[src/rtl/rv32i_trace_pkg.sv]
// Shared trace-path definitions: UART transmitter FSM encoding and framing constants.
package rv32i_trace_pkg;

  typedef enum logic [1:0] {
    ST_IDLE,
    ST_START,
    ST_DATA,
    ST_STOP
  } tx_state_e;

  localparam int BYTES_PER_WORD = 4;
  localparam int BITS_PER_BYTE  = 8;

endpackage

[src/rtl/wb_trace_fifo.sv]
// Synchronous DEPTH x W word FIFO with a head-of-queue read port.
//  clk, reset   : clock, async active-high reset (pointers and count only)
//  push, din    : write request/data; accepted when not full, or when full with a same-edge pop
//  pop          : remove head (ignored when empty)
//  dout         : current head word (combinational)
//  full, empty  : occupancy flags
//  count        : words held, 0..DEPTH
module wb_trace_fifo #(
  parameter int DEPTH = 16,
  parameter int W     = 32
) (
  input  logic                     clk,
  input  logic                     reset,
  input  logic                     push,
  input  logic [W-1:0]             din,
  input  logic                     pop,
  output logic [W-1:0]             dout,
  output logic                     full,
  output logic                     empty,
  output logic [$clog2(DEPTH):0]   count
);

  localparam int AW = $clog2(DEPTH);

  logic [W-1:0]  mem [DEPTH];
  logic [AW-1:0] wr_ptr, rd_ptr;
  logic          push_ok, pop_ok;

  assign full    = count == (AW+1)'(DEPTH);
  assign empty   = count == '0;
  assign pop_ok  = pop && !empty;
  // a pop on the same edge frees the slot the push lands in
  assign push_ok = push && (!full || pop_ok);
  assign dout    = mem[rd_ptr];

  always_ff @(posedge clk) begin
    if (push_ok) mem[wr_ptr] <= din;
  end

  // pointers wrap naturally since DEPTH is a power of two
  always_ff @(posedge clk or posedge reset) begin
    if (reset) begin
      wr_ptr <= '0;
      rd_ptr <= '0;
      count  <= '0;
    end else begin
      if (push_ok) wr_ptr <= wr_ptr + 1'b1;
      if (pop_ok)  rd_ptr <= rd_ptr + 1'b1;
      if (push_ok && !pop_ok)      count <= count + 1'b1;
      else if (!push_ok && pop_ok) count <= count - 1'b1;
    end
  end

endmodule

[src/rtl/wb_trace_uart_tx.sv]
// Writeback trace serialiser: buffers qualified WBout words and sends each as four
// UART 8N1 frames, LSB byte first, back-to-back with no idle gap while words remain.
//  clk, reset  : clock, async active-high reset (drops in-flight and buffered words)
//  wb_valid    : writeback qualifier, wb_data captured on each edge where high
//  wb_data     : writeback value
//  tx          : registered serial line, idle high
//  busy        : a word is being serialised
//  overflow    : sticky, a word was dropped on a full FIFO
//  fifo_count  : words currently buffered
module wb_trace_uart_tx
  import rv32i_trace_pkg::*;
#(
  parameter int CLKS_PER_BIT = 434,
  parameter int DEPTH        = 16
) (
  input  logic                   clk,
  input  logic                   reset,
  input  logic                   wb_valid,
  input  logic [31:0]            wb_data,
  output logic                   tx,
  output logic                   busy,
  output logic                   overflow,
  output logic [$clog2(DEPTH):0] fifo_count
);

  localparam int BW = (CLKS_PER_BIT > 1) ? $clog2(CLKS_PER_BIT) : 1;

  tx_state_e     state;
  logic [BW-1:0] baud_cnt;
  logic [2:0]    bit_idx;
  logic [1:0]    byte_idx;
  logic [31:0]   shreg;
  logic [31:0]   head;
  logic          full, empty;
  logic          baud_end, last_stop, pop;

  assign baud_end  = baud_cnt == BW'(CLKS_PER_BIT - 1);
  assign last_stop = (state == ST_STOP) && baud_end && (byte_idx == 2'(BYTES_PER_WORD - 1));
  // load the next word from idle, or seamlessly at the end of the final stop bit
  assign pop       = !empty && ((state == ST_IDLE) || last_stop);
  assign busy      = state != ST_IDLE;

  wb_trace_fifo #(.DEPTH(DEPTH), .W(32)) u_fifo (
    .clk   (clk),
    .reset (reset),
    .push  (wb_valid),
    .din   (wb_data),
    .pop   (pop),
    .dout  (head),
    .full  (full),
    .empty (empty),
    .count (fifo_count)
  );

  always_ff @(posedge clk or posedge reset) begin
    if (reset) overflow <= 1'b0;
    else if (wb_valid && full && !pop) overflow <= 1'b1;
  end

  always_ff @(posedge clk or posedge reset) begin
    if (reset) begin
      state    <= ST_IDLE;
      tx       <= 1'b1;
      baud_cnt <= '0;
      bit_idx  <= '0;
      byte_idx <= '0;
      shreg    <= '0;
    end else if (pop) begin
      state    <= ST_START;
      tx       <= 1'b0;
      baud_cnt <= '0;
      bit_idx  <= '0;
      byte_idx <= '0;
      shreg    <= head;
    end else begin
      case (state)
        ST_IDLE: tx <= 1'b1;
        ST_START: begin
          if (baud_end) begin
            baud_cnt <= '0;
            state    <= ST_DATA;
            tx       <= shreg[0];
          end else baud_cnt <= baud_cnt + 1'b1;
        end
        ST_DATA: begin
          if (baud_end) begin
            baud_cnt <= '0;
            // shift every bit so the next byte sits at bit 0 after eight shifts
            shreg    <= shreg >> 1;
            if (bit_idx == 3'(BITS_PER_BYTE - 1)) begin
              bit_idx <= '0;
              state   <= ST_STOP;
              tx      <= 1'b1;
            end else begin
              bit_idx <= bit_idx + 1'b1;
              tx      <= shreg[1];
            end
          end else baud_cnt <= baud_cnt + 1'b1;
        end
        ST_STOP: begin
          if (baud_end) begin
            baud_cnt <= '0;
            if (byte_idx != 2'(BYTES_PER_WORD - 1)) begin
              byte_idx <= byte_idx + 1'b1;
              state    <= ST_START;
              tx       <= 1'b0;
            end else begin
              state <= ST_IDLE;
              tx    <= 1'b1;
            end
          end else baud_cnt <= baud_cnt + 1'b1;
        end
        default: begin
          state <= ST_IDLE;
          tx    <= 1'b1;
        end
      endcase
    end
  end

endmodule

[config.mk]
export PLATFORM = sky130hd
export DESIGN_NAME = wb_trace_uart_tx
export DESIGN_NICKNAME = d
export VERILOG_FILES = /design/src/rtl/rv32i_trace_pkg.sv /design/src/rtl/wb_trace_fifo.sv /design/src/rtl/wb_trace_uart_tx.sv
export SDC_FILE = /design/constraint.sdc
export NUM_CORES = 1
export LEC_CHECK = 0
export CORE_AREA = 3 3 208 311
export CTS_BUF_LIST = sky130_fd_sc_hd__clkbuf_4
export DETAILED_ROUTE_END_ITERATION = 8
export DIE_AREA = 0 0 211 314
export PLACE_DENSITY = 0.57
export SETUP_SLACK_MARGIN = 0.02
export SLEW_MARGIN = 30
export SYNTH_ARGS = -nofsm -noshare
export SYNTH_HDL_FRONTEND = slang
export SYNTH_HIERARCHICAL = 1
export SYNTH_SLANG_ARGS = --single-unit
[constraint.sdc]
create_clock -name clk -period 10.5 [get_ports clk]
set_input_delay 2.1 -clock clk [delete_from_list [all_inputs] [get_ports clk]]
set_output_delay 2.1 -clock clk [all_outputs]
set_load 0.005 [all_outputs]
# Word-level counts from Yosys, hierarchy flattened
# Memories as Yosys holds them, arrays and structs flattened.
# Cells that the tools add are included.
classes:
  n_addsub: 7
  n_eq_ne: 12
  n_mux: 32
  reduce_logical: 31
op_table:
  columns: ["op", "count"]
  rows:
  - ["32-bit 2-to-1 mux", 3]
  - ["9-bit 2-to-1 mux", 3]
  - ["2-bit 2-to-1 mux", 9]
  - ["2-bit nonzero test", 7]
  - ["3-bit 2-to-1 mux", 4]
  - ["3-bit != test (second input constant)", 4]
  - ["5-bit 2-to-1 mux", 2]
  - ["9-bit by 1-bit adder with 9-bit output (second input constant)", 1]
  - ["9-bit == test (second input constant)", 1]
  - ["1-bit logical AND", 9]
  - ["1-bit 2-to-1 mux", 9]
  - ["4-bit by 1-bit adder with 4-bit output (second input constant)", 2]
  - ["2-bit == test (second input constant)", 3]
  - ["2-bit case mux with 3 select lines", 1]
  - ["3-bit AND reduction", 2]
  - ["5-bit by 1-bit adder with 5-bit output (second input constant)", 1]
  - ["5-bit == test (second input constant)", 1]
  - ["1-bit logical NOT", 5]
  - ["5-bit logical NOT", 1]
  - ["5-bit AND reduction", 1]
  - ["5-bit by 1-bit subtractor with 5-bit output (second input constant)", 1]
  - ["1-bit case mux with 4 select lines", 1]
  - ["4-bit nonzero test", 1]
  - ["3-bit by 1-bit adder with 3-bit output (second input constant)", 1]
  - ["other kinds (8)", 9]
totals:
  ff_bits: 63
  ram_bits: 512
  inputBits: 35
  out_inout_bits: 8
  elab_cells: 93
  n_memories: 1
memory_table:
  columns: ["name", "depth", "word_bits", "read_ports", "rd_clocked_by_memory_dff", "write_ports", "line", "source"]
  rows:
  - ["u_fifo.mem", 16, 32, 1, 0, 1, "wb_trace_fifo.sv:25", "logic [W-1:0] mem [DEPTH];"]

# Longest topological paths before layout
# Gate-level depths: netlist of run 1.
depth:
  ltp_word: 12
  mapped_depth: 15
  mapped_depth_nobuf: 13

# Cells and area by module
# Netlist of run 1, hierarchy kept.
by_module_without_submodules:
  columns: ["module", "instances", "cells_each", "area_each_um2", "seq_area_each_um2"]
  rows:
  - ["wb_trace_fifo", 1, 1011, 20345.8, 15700.1]
  - ["wb_trace_uart_tx", 1, 248, 2552.4, 1252.5]

# Least setup slack after synthesis of run 1
# OpenSTA, ideal clock, no wires.
synth_timing:
  kind: "input -> register"
  startpoint: "input port wb_valid"
  endpoint: "memory u_fifo.mem[0][0], enable pin"
  setup_time_ns: 0.461
  t_arrival_ns: 4.670
  required_time_ns: 10.039
  path_slack_ns: 5.369
  stages: 4
  n_path_buf: 1
  cell_sequence: "o31a_1 buf_6 nand2_1 nor3_1"
synth_via:
  elab_chain_cells: 3
synth_rtl:
  columns: ["element", "line", "source"]
  rows:
  - ["start: declaration", "wb_trace_uart_tx.sv:18", "input logic wb_valid,"]
  - ["1-bit logical AND", "wb_trace_fifo.sv:33", "assign push_ok = push && (!full || pop_ok);"]
  - ["named net u_fifo.push_ok", "wb_trace_fifo.sv:27", "logic push_ok, pop_ok;"]
  - ["1-bit 2-to-1 mux", "wb_trace_fifo.sv:37", "if (push_ok) mem[wr_ptr] <= din;"]
  - ["1-bit 2-to-1 mux (not written as such)", "wb_trace_fifo.sv:37", null]
  - ["end: declaration", "wb_trace_fifo.sv:25", null]
# The timed path passes the listed nets, and every way through them passes these cells.

# Final worst setup path of run 1
layout_timing:
  startpoint: "register state[1]"
  endpoint: "output port busy"
layout_via:
  elab_chain_cells: 1
layout_rtl:
  columns: ["element", "line", "source"]
  rows:
  - ["start: declaration", "wb_trace_uart_tx.sv:28", "tx_state_e state;"]
  - ["start signal: assignment", "wb_trace_uart_tx.sv:62", "state <= ST_IDLE;"]
  - ["start signal: assignment", "wb_trace_uart_tx.sv:69", "state <= ST_START;"]
  - ["start signal: assignment", "wb_trace_uart_tx.sv:81", "state <= ST_DATA;"]
  - ["2-bit nonzero test", "wb_trace_uart_tx.sv:41", "assign busy = state != ST_IDLE;"]
  - ["end: declaration", "wb_trace_uart_tx.sv:21", "output logic busy,"]
# Every way passes these cells.

==> out/results.tsv, run 1 <==
metric	value	unit
synthSimpleGateAreaFrac	0.0311	
setup_tns	0	ps
synth-compound-area-share	0.0579	
critical_path_arrival	2290	ps
synth-seq-cells	575	
cts.clk_slew.worst_paths	60	ps
htree_levels	4	
io_buffers	42	
fin_hold_ws	486	ps
avgSynthCellArea	18.2	um2
drive_gt1_frac	0.235	
post_cts_buffers	0	
fin_ws	6110	ps
antenna_found_initial	1	
place_congestion	0.814	
vias_per_cell	5.28	
cts.sinks	575	
p_leak	9.81	nW
cp.required	8400	ps
clkLatencyLatePin	890	ps
total_power	5.07	mW
fin_cells	2304	
finClkSkew	62.8	ps
setup_viol	0	
synth_top_family_by_area	multiplexers	
dieHeight	314	um
num_vias	12175	
path_class	reg2out	
ys.flop_type	edfxtp_1	
synth_edf_count	512	
area_growth	15.3	%
synthArstFlopShare	0.110	
dpl.cell_count	2065	
final_area	26400	um2
n_fill_cell	5476	
synthAdderAreaFrac	0.0107	
dieWidth	211	um
synth_xor_area_frac	0.00650	
synth_area_leaders	edfxtp_1, mux2i_1, dfrtp_1, mux4_2, a221oi_1	
ir_drop	0.0826	mV
dieArea	66300	um2
cts.repair.resized	0	
worst_pin_slew	1000	ps
cp_max_fo	11	
io_pins	43	
p_per_area	192	nW/um2
coreArea	62400	um2
syn_nets	1313	
rows	112	
wl_per_cell	25.1	um
start_util	0.367	
grt_max_degree	105	
synth_top_cell_area_share	0.671	
cts_tree	yes	
overflow	0	
end_kind	primary output	
cts_buffer_depth	3	
cts_root_buf	clkbuf_4	
hold_viol	0	
final_util	0.423	
synth_area	22900	um2
relSlewSlack	0.333	
synthDistinctLibCells	55	
drtIter0Drc	925	
cts_buffers	138	
synthCells	1259	
routed_wl	57900	um
final_nets	1462	
yosysTopAreaCell	edfxtp_1	
timing.final.crit_share	0.418	
status	finished, final reports clean	
rsz0062_at_grt	no	
ys_warn_count	6	
synth.area.mux_share	0.134	
hold_path_class	reg2reg	
synth-seq-area-share	0.740	
grt_pass1_wl	85600	um
ant_nets	0	
min_period	4390	ps
track_usage	0.178	
fmax	228	MHz
drv_cap	0	
drt_pass1_iterations	5	
holdBufCountCts	0	
drv_slew	0	
dp_hpwl	37700	um
place_area	24600	um2
critPathLaunchType	flip-flop	
dp_slack	5620	ps
drc	0	
grt_pass1_vias	12941	
==> where the power goes <==
part	internal [mW]	total (mW)	switching [mW]
logic	0.181	0.489	0.308
registers	2.72	2.79	0.0699
clock network	0.937	1.79	0.856
total	3.83	5.07	1.23
==> cell families (layout without fill, tap and decap cells) <==
kind of cell | count (synthesis) | count (layout)
multiplexers | 227 | 227
XOR/XNOR | 17 | 17
flip-flops | 575 | 575
other | 0 | 1
AO/OA/AOI/OAI | 187 | 187
buffers and inverters | 82 | 328
AND/OR/NAND/NOR | 152 | 152
adder cells (fa/ha/maj) | 19 | 19
==> layout by cell type, fill, tap and decap left out, types with 12 or more instances in the layout <==
cell and count:
clkdlybuf4s50_1 42, inv_1 12, clkinv_1 18, buf_16 16, o21ai_0 63, dfrtp_1 59
clkbuf_4 204, a22oi_1 32, buf_4 18, nor2_4 12, mux2i_1 161, edfxtp_1 512
ha_1 18, xnor2_1 12, mux4_2 64, a221oi_1 65, nand2_1 86, nor2_1 13
==> flip-flops by register name, indices dropped and copies added (netlist names) <==
register	count
state	2
u_fifo/wr_ptr	4
shreg	32
byte_idx	2
tx	1
u_fifo/count	5
u_fifo/rd_ptr	4
bit_idx	3
u_fifo/mem	512
overflow	1
baud_cnt	9
==> synth_stat cells, drive strengths merged (2+ instances only) <==
library cell / instances
a22oi: 32
o31ai: 3
nor3b: 2
ha: 18
xor2: 5
nor2b: 3
edfxtp: 512
mux4: 64
or3: 2
nor2: 26
a221oi: 65
a21o: 2
a21oi: 6
mux2i: 161
nand2: 87
inv: 13
o21ai: 69
dfrtp: 62
o211ai: 2
mux2: 2
nand4: 3
nor3: 7
nand2b: 3
clkbuf: 23
buf: 46
nand3: 7
and2: 4
xnor2: 12
==> critical path, cell delays in order, from the launching register on <==
cell	delay, ps
dfrtp_1	400
inv_1	100
ha_1	360
inv_1	100
clkdlybuf4s50_1	460
==> cell type report <==
type | count | area (um2) | area share
Antenna cell | 1 | 2.50 | 0.0000948
Clock buffer | 204 | 1530 | 0.0580
Clock inverter | 33 | 203 | 0.00768
Inverter | 13 | 48.8 | 0.00185
Multi-Input combinational cell | 602 | 5630 | 0.213
Sequential cell | 575 | 17000 | 0.642
Tap cell | 798 | 998 | 0.0378
Timing Repair Buffer | 78 | 1030 | 0.0390
==> final timing paths <==
| path | from | to | slack (ps) | cells after the start |
|---|---|---|---|---|
| min reg2reg | overflow | overflow | 490 | 1 |
| max in group asynchronous | reset | shreg[31] | 8230 | 3 |
| min | overflow | overflow | 490 | 1 |
| max | state[1] | busy | 6110 | 4 |
| min in group asynchronous | reset | u_fifo/wr_ptr[1] | 1650 | 2 |
| max reg2reg | u_fifo/count[0] | u_fifo/count[4] | 6470 | 14 |
==> routing by layer <==
metal  global-route usage  wire [um]  part of all wire  vias to the layer above
li1                     -          -                 -                     5453
met4               0.0871       2550             0.044                        0
met3               0.0321       2130             0.037                      102
met5                    0          0                 0                        -
met1                0.183      20000              0.35                     6289
met2                0.344      33200              0.57                      331
Note: power is estimated with default switching activity, not from simulation.
==> run 2, diff against run 1 <==
==> constraint.sdc (replaced) <==
create_clock -name clk -period 4.3 [get_ports clk]
set_input_delay 0.86 -clock clk [delete_from_list [all_inputs] [get_ports clk]]
set_output_delay 0.86 -clock clk [all_outputs]
set_load 0.005 [all_outputs]
==> out/results.tsv, run 2 (synthesis gave the netlist of run 1 again) <==
metric	value	unit
place_congestion	0.764	
grt_pass1_vias	12544	
post_cts_buffers	0	
io_pins	43	
dieWidth	211	um
final_util	0.422	
ant_nets	0	
rsz0062_at_grt	no	
start_util	0.367	
rows	112	
regToRegSetupSlack	730	ps
fmax	280	MHz
drtIter0Drc	816	
path_class	reg2reg	
cp_cell_sequence	or4_4, nor2_1, buf_4, nand2b_1, o41ai_4, o31a_1, buf_4, ha_1, inv_1, ha_1, a21o_1, a21oi_1, mux2i_1, xnor2_1	
largest-register	u_fifo/mem	
end_kind	flip-flop	
holdBufCountCts	0	
slowest_stage	or4_4	
status	finished, final reports clean	
critical_path_arrival	4350	ps
vias_per_cell	5.20	
drc	0	
busiest_layer	met2	
final_nets	1464	
layout_commonest_cell	edfxtp_1	
cts_buffers	138	
finClkSkew	61.9	ps
cts_buffer_depth	3	
p_leak	9.80	nW
fin_ws	725	ps
grtUsageMet3	0.0310	
multi_input_area	5660	um2
coreArea	62400	um2
dpl.cell_count	2067	
p_per_area	472	nW/um2
cts.repair.resized	0	
setup_viol	0	
clkLatencyLatePin	890	ps
grt_max_degree	70	
drv_cap	0	
fin_cells	2313	
min_period	3570	ps
worst_pin_slew	990	ps
area_growth	15.0	%
cts_tree	yes	
drt_pass1_iterations	4	
hold_path_class	in2async	
grt_pass1_wl	78700	um
reg2reg_depth	14	
wl_per_cell	22.9	um
n_fill_cell	5496	
relSlewSlack	0.340	
routed_wl	53000	um
hold_viol	0	
cts.clk_slew.worst_paths	70	ps
antenna_found_initial	1	
dp_hpwl	31900	um
cts.sinks	575	
rr_endpoint	u_fifo/count[4]	
critPathLaunchType	flip-flop	
worst_path_largest_cell_delay	590	ps
track_usage	0.162	
overflow	0	
dieArea	66300	um2
drv_slew	0	
setup_tns	0	ps
seq_area	17000	um2
r2r-start	u_fifo/count[0]	
cp_max_fo	9	
ir_drop	0.155	mV
num_vias	12028	
cp.required	5080	ps
io_buffers	42	
drive_gt1_frac	0.234	
use_met2	0.297	
final_cell_mix	edfxtp_1, clkbuf_4, mux2i_1	
dp_slack	746	ps
largest_reg_flops	512	
htree_levels	4	
cts_root_buf	clkbuf_4	
dieHeight	314	um
largest_registers	u_fifo/mem (512), shreg (32), baud_cnt (9)	
timing.final.crit_share	0.831	
gr-usage-met1	0.183	
## run 2: how the worst max path moves through the flow
stage | startpoint | endpoint | slack, ps | depth (start not counted)
2_1_floorplan | baud_cnt[1] | u_fifo/mem[12][0] | 560 | 9
3_5_place_dp | u_fifo/count[0] | u_fifo/count[4] | 750 | 14
5_1_grt | u_fifo/count[0] | u_fifo/count[4] | 520 | 14
3_3_place_gp | u_fifo/count[0] | u_fifo/count[4] | 780 | 14
4_1_cts | u_fifo/count[0] | u_fifo/count[4] | 710 | 14
6_report | u_fifo/count[0] | u_fifo/count[4] | 730 | 14
## run 2: power breakdown
part,total (mW),switching [mW],internal [mW]
combinational,1.11,0.729,0.382
clock,4.51,2.18,2.33
sequential,6.80,0.175,6.63
## run 2: worst max-delay path: cells and delay by family (launching register included)
kind	cells	cell delay (ps)
and+or+nand+nor	3	890
AOI/OAI and AO/OA	4	770
adders and majority gates	2	510
buffers and inverters	3	500
DFF	1	440
muxes	1	240
xor gates and xnor gates	1	130
## run 2: final cells by class
type	count	area share
sequential	575	0.644
multi-input combinational	602	0.215
clock buffer	196	0.0559
tap	798	0.0379
timing repair buffer	80	0.0325
clock inverter	48	0.0131
inverter	13	0.00185
antenna	1	0.0000950
## run 2: layer usage
layer	share of wire	vias up
met5	0	-
met4	0.032	0
met3	0.035	100
met2	0.55	298
met1	0.38	6161
li1	-	5469
## run 2: metrics by stage
stage          area [um2]  hold slack [ps]  total power, mW
2_1_floorplan       22900              468             7.44
3_3_place_gp        24500              464             8.02
3_5_place_dp        24500              475             8.07
4_1_cts             26300              322             12.6
5_1_grt             26300              396             13.0
6_report            26300              407             12.4
==> run 3, diff against run 2 <==
--- a/config.mk
+++ b/config.mk
@@ -9,7 +9,7 @@
 export CTS_BUF_LIST = sky130_fd_sc_hd__clkbuf_4
 export DETAILED_ROUTE_END_ITERATION = 8
 export DIE_AREA = 0 0 211 314
-export PLACE_DENSITY = 0.57
+export PLACE_DENSITY = 0.58
 export SETUP_SLACK_MARGIN = 0.02
 export SLEW_MARGIN = 30
 export SYNTH_ARGS = -nofsm -noshare
==> constraint.sdc (replaced) <==
create_clock -name clk -period 2.9 [get_ports clk]
set_input_delay 0.58 -clock clk [delete_from_list [all_inputs] [get_ports clk]]
set_output_delay 0.58 -clock clk [all_outputs]
set_load 0.005 [all_outputs]
==> out/results.tsv, run 3 (synthesis gave the netlist of run 1 again) <==
metric	value	unit
wl_per_cell	22.8	um
vias_per_cell	5.22	
drc	0	
clkLatencyLatePin	850	ps
fin_ws	52.5	ps
setup_viol	0	
cts.sinks	575	
min_period	2850	ps
cts_tree	yes	
start_util	0.367	
place_congestion	0.753	
cts_buffer_depth	3	
final_nets	1508	
cp_max_fo	5	
hold_viol	0	
place_area	25100	um2
largest_registers	u_fifo/mem (512), shreg (32), baud_cnt (9)	
final_util	0.433	
layout_commonest_cell	edfxtp_1	
relSlewSlack	0.442	
overflow	0	
antenna_found_initial	1	
grt_max_degree	73	
area_growth	17.9	%
worst_path_largest_cell_delay	460	ps
setup_tns	0	ps
crit_top_cell	ha_4	
cp.required	3660	ps
timing.final.crit_share	0.982	
dpl.cell_count	2107	
end_kind	flip-flop	
io_buffers	42	
cp_num_buf_inv	2	
coreArea	62400	um2
htree_levels	4	
cp_cell_sequence	inv_2, ha_4, nand4b_1, o41ai_4, o31a_1, ha_4, inv_6, fa_2, a21o_1, a21oi_2, mux2i_1, xnor2_1	
fin_cells	2352	
worst_pin_slew	835	ps
slowest_stage	o41ai_4	
finClkSkew	45.8	ps
largest-register	u_fifo/mem	
cts_root_buf	clkbuf_4	
rows	112	
final_cell_mix	edfxtp_1, clkbuf_4, mux2i_1	
drtIter0Drc	771	
drv_cap	0	
ir_drop	0.290	mV
rsz0062_at_grt	yes	
path_delay_family	compound AO/OA/AOI/OAI gates	
largest_reg_flops	512	
hold_path_class	in2async	
io_pins	43	
drv_slew	0	
cts_buffers	135	
routed_wl	53700	um
critPathLaunchType	flip-flop	
grt_pass1_vias	13162	
drive_gt1_frac	0.264	
dp_hpwl	32300	um
status	finished, final reports clean	
track_usage	0.163	
drt_pass1_iterations	5	
holdBufCountCts	0	
grt_pass1_wl	80700	um
path_class	reg2reg	
critical_path_arrival	3610	ps
dp_slack	-8.87	ps
final_area	27000	um2
n_fill_cell	5422	
num_vias	12275	
ant_nets	0	
dieHeight	314	um
p_per_area	688	nW/um2
dieArea	66300	um2
cts.clk_slew.worst_paths	70	ps
p_leak	10.1	nW
dieWidth	211	um
fmax	351	MHz
[run 3: final cells by class]
| class | instances | area, um2 | area share |
|---|---|---|---|
| Antenna cell | 1 | 2.50 | 0.0000927 |
| Clock buffer | 194 | 1460 | 0.0539 |
| Clock inverter | 42 | 275 | 0.0102 |
| Inverter | 13 | 53.8 | 0.00199 |
| Multi-Input combinational cell | 602 | 5750 | 0.213 |
| Sequential cell | 575 | 17000 | 0.628 |
| Tap cell | 798 | 998 | 0.0370 |
| Timing Repair Buffer | 127 | 1490 | 0.0553 |
[run 3: power by group]
part	total [mW]	switching (mW)	internal, mW
combinational	2.03	1.22	0.814
sequential	10.1	0.248	9.83
clock	6.48	3.04	3.44
[run 3: what timing repair did]
action,CTS,global route
pin swaps,6,10
cloned,0,2
hold endpoints to repair,0,0
buffers inserted,3,4
gates resized for setup,1,6
endpoints found under the setup margin,2,34
[run 3: worst paths after layout]
check	from	to	slack [ps]	depth (start not counted)
min in group clk	wb_valid	overflow	420	3
worst min register to register	overflow	overflow	500	1
worst max register to register	baud_cnt[1]	u_fifo/count[4]	50	12
worst max-delay path	baud_cnt[1]	u_fifo/count[4]	50	12
max in group asynchronous	reset	tx	2120	3
worst min-delay path	reset	shreg[29]	150	2
[run 3: layer usage]
layer  global-route usage  vias to the layer above  routed length (um)
li1                     -                     5559                   -
met1                0.190                     6309               20900
met2                0.299                      314               29400
met3               0.0271                       93                1900
met4               0.0641                        0                1430
met5                    0                        -                   0
[run 3: through the flow]
stage	hold WS [ps]	total power, mW
after floorplan	457	11.2
after global placement	487	12.2
after detailed placement	483	12.3
after CTS	66.2	18.8
after global routing	122	19.5
final	146	18.6
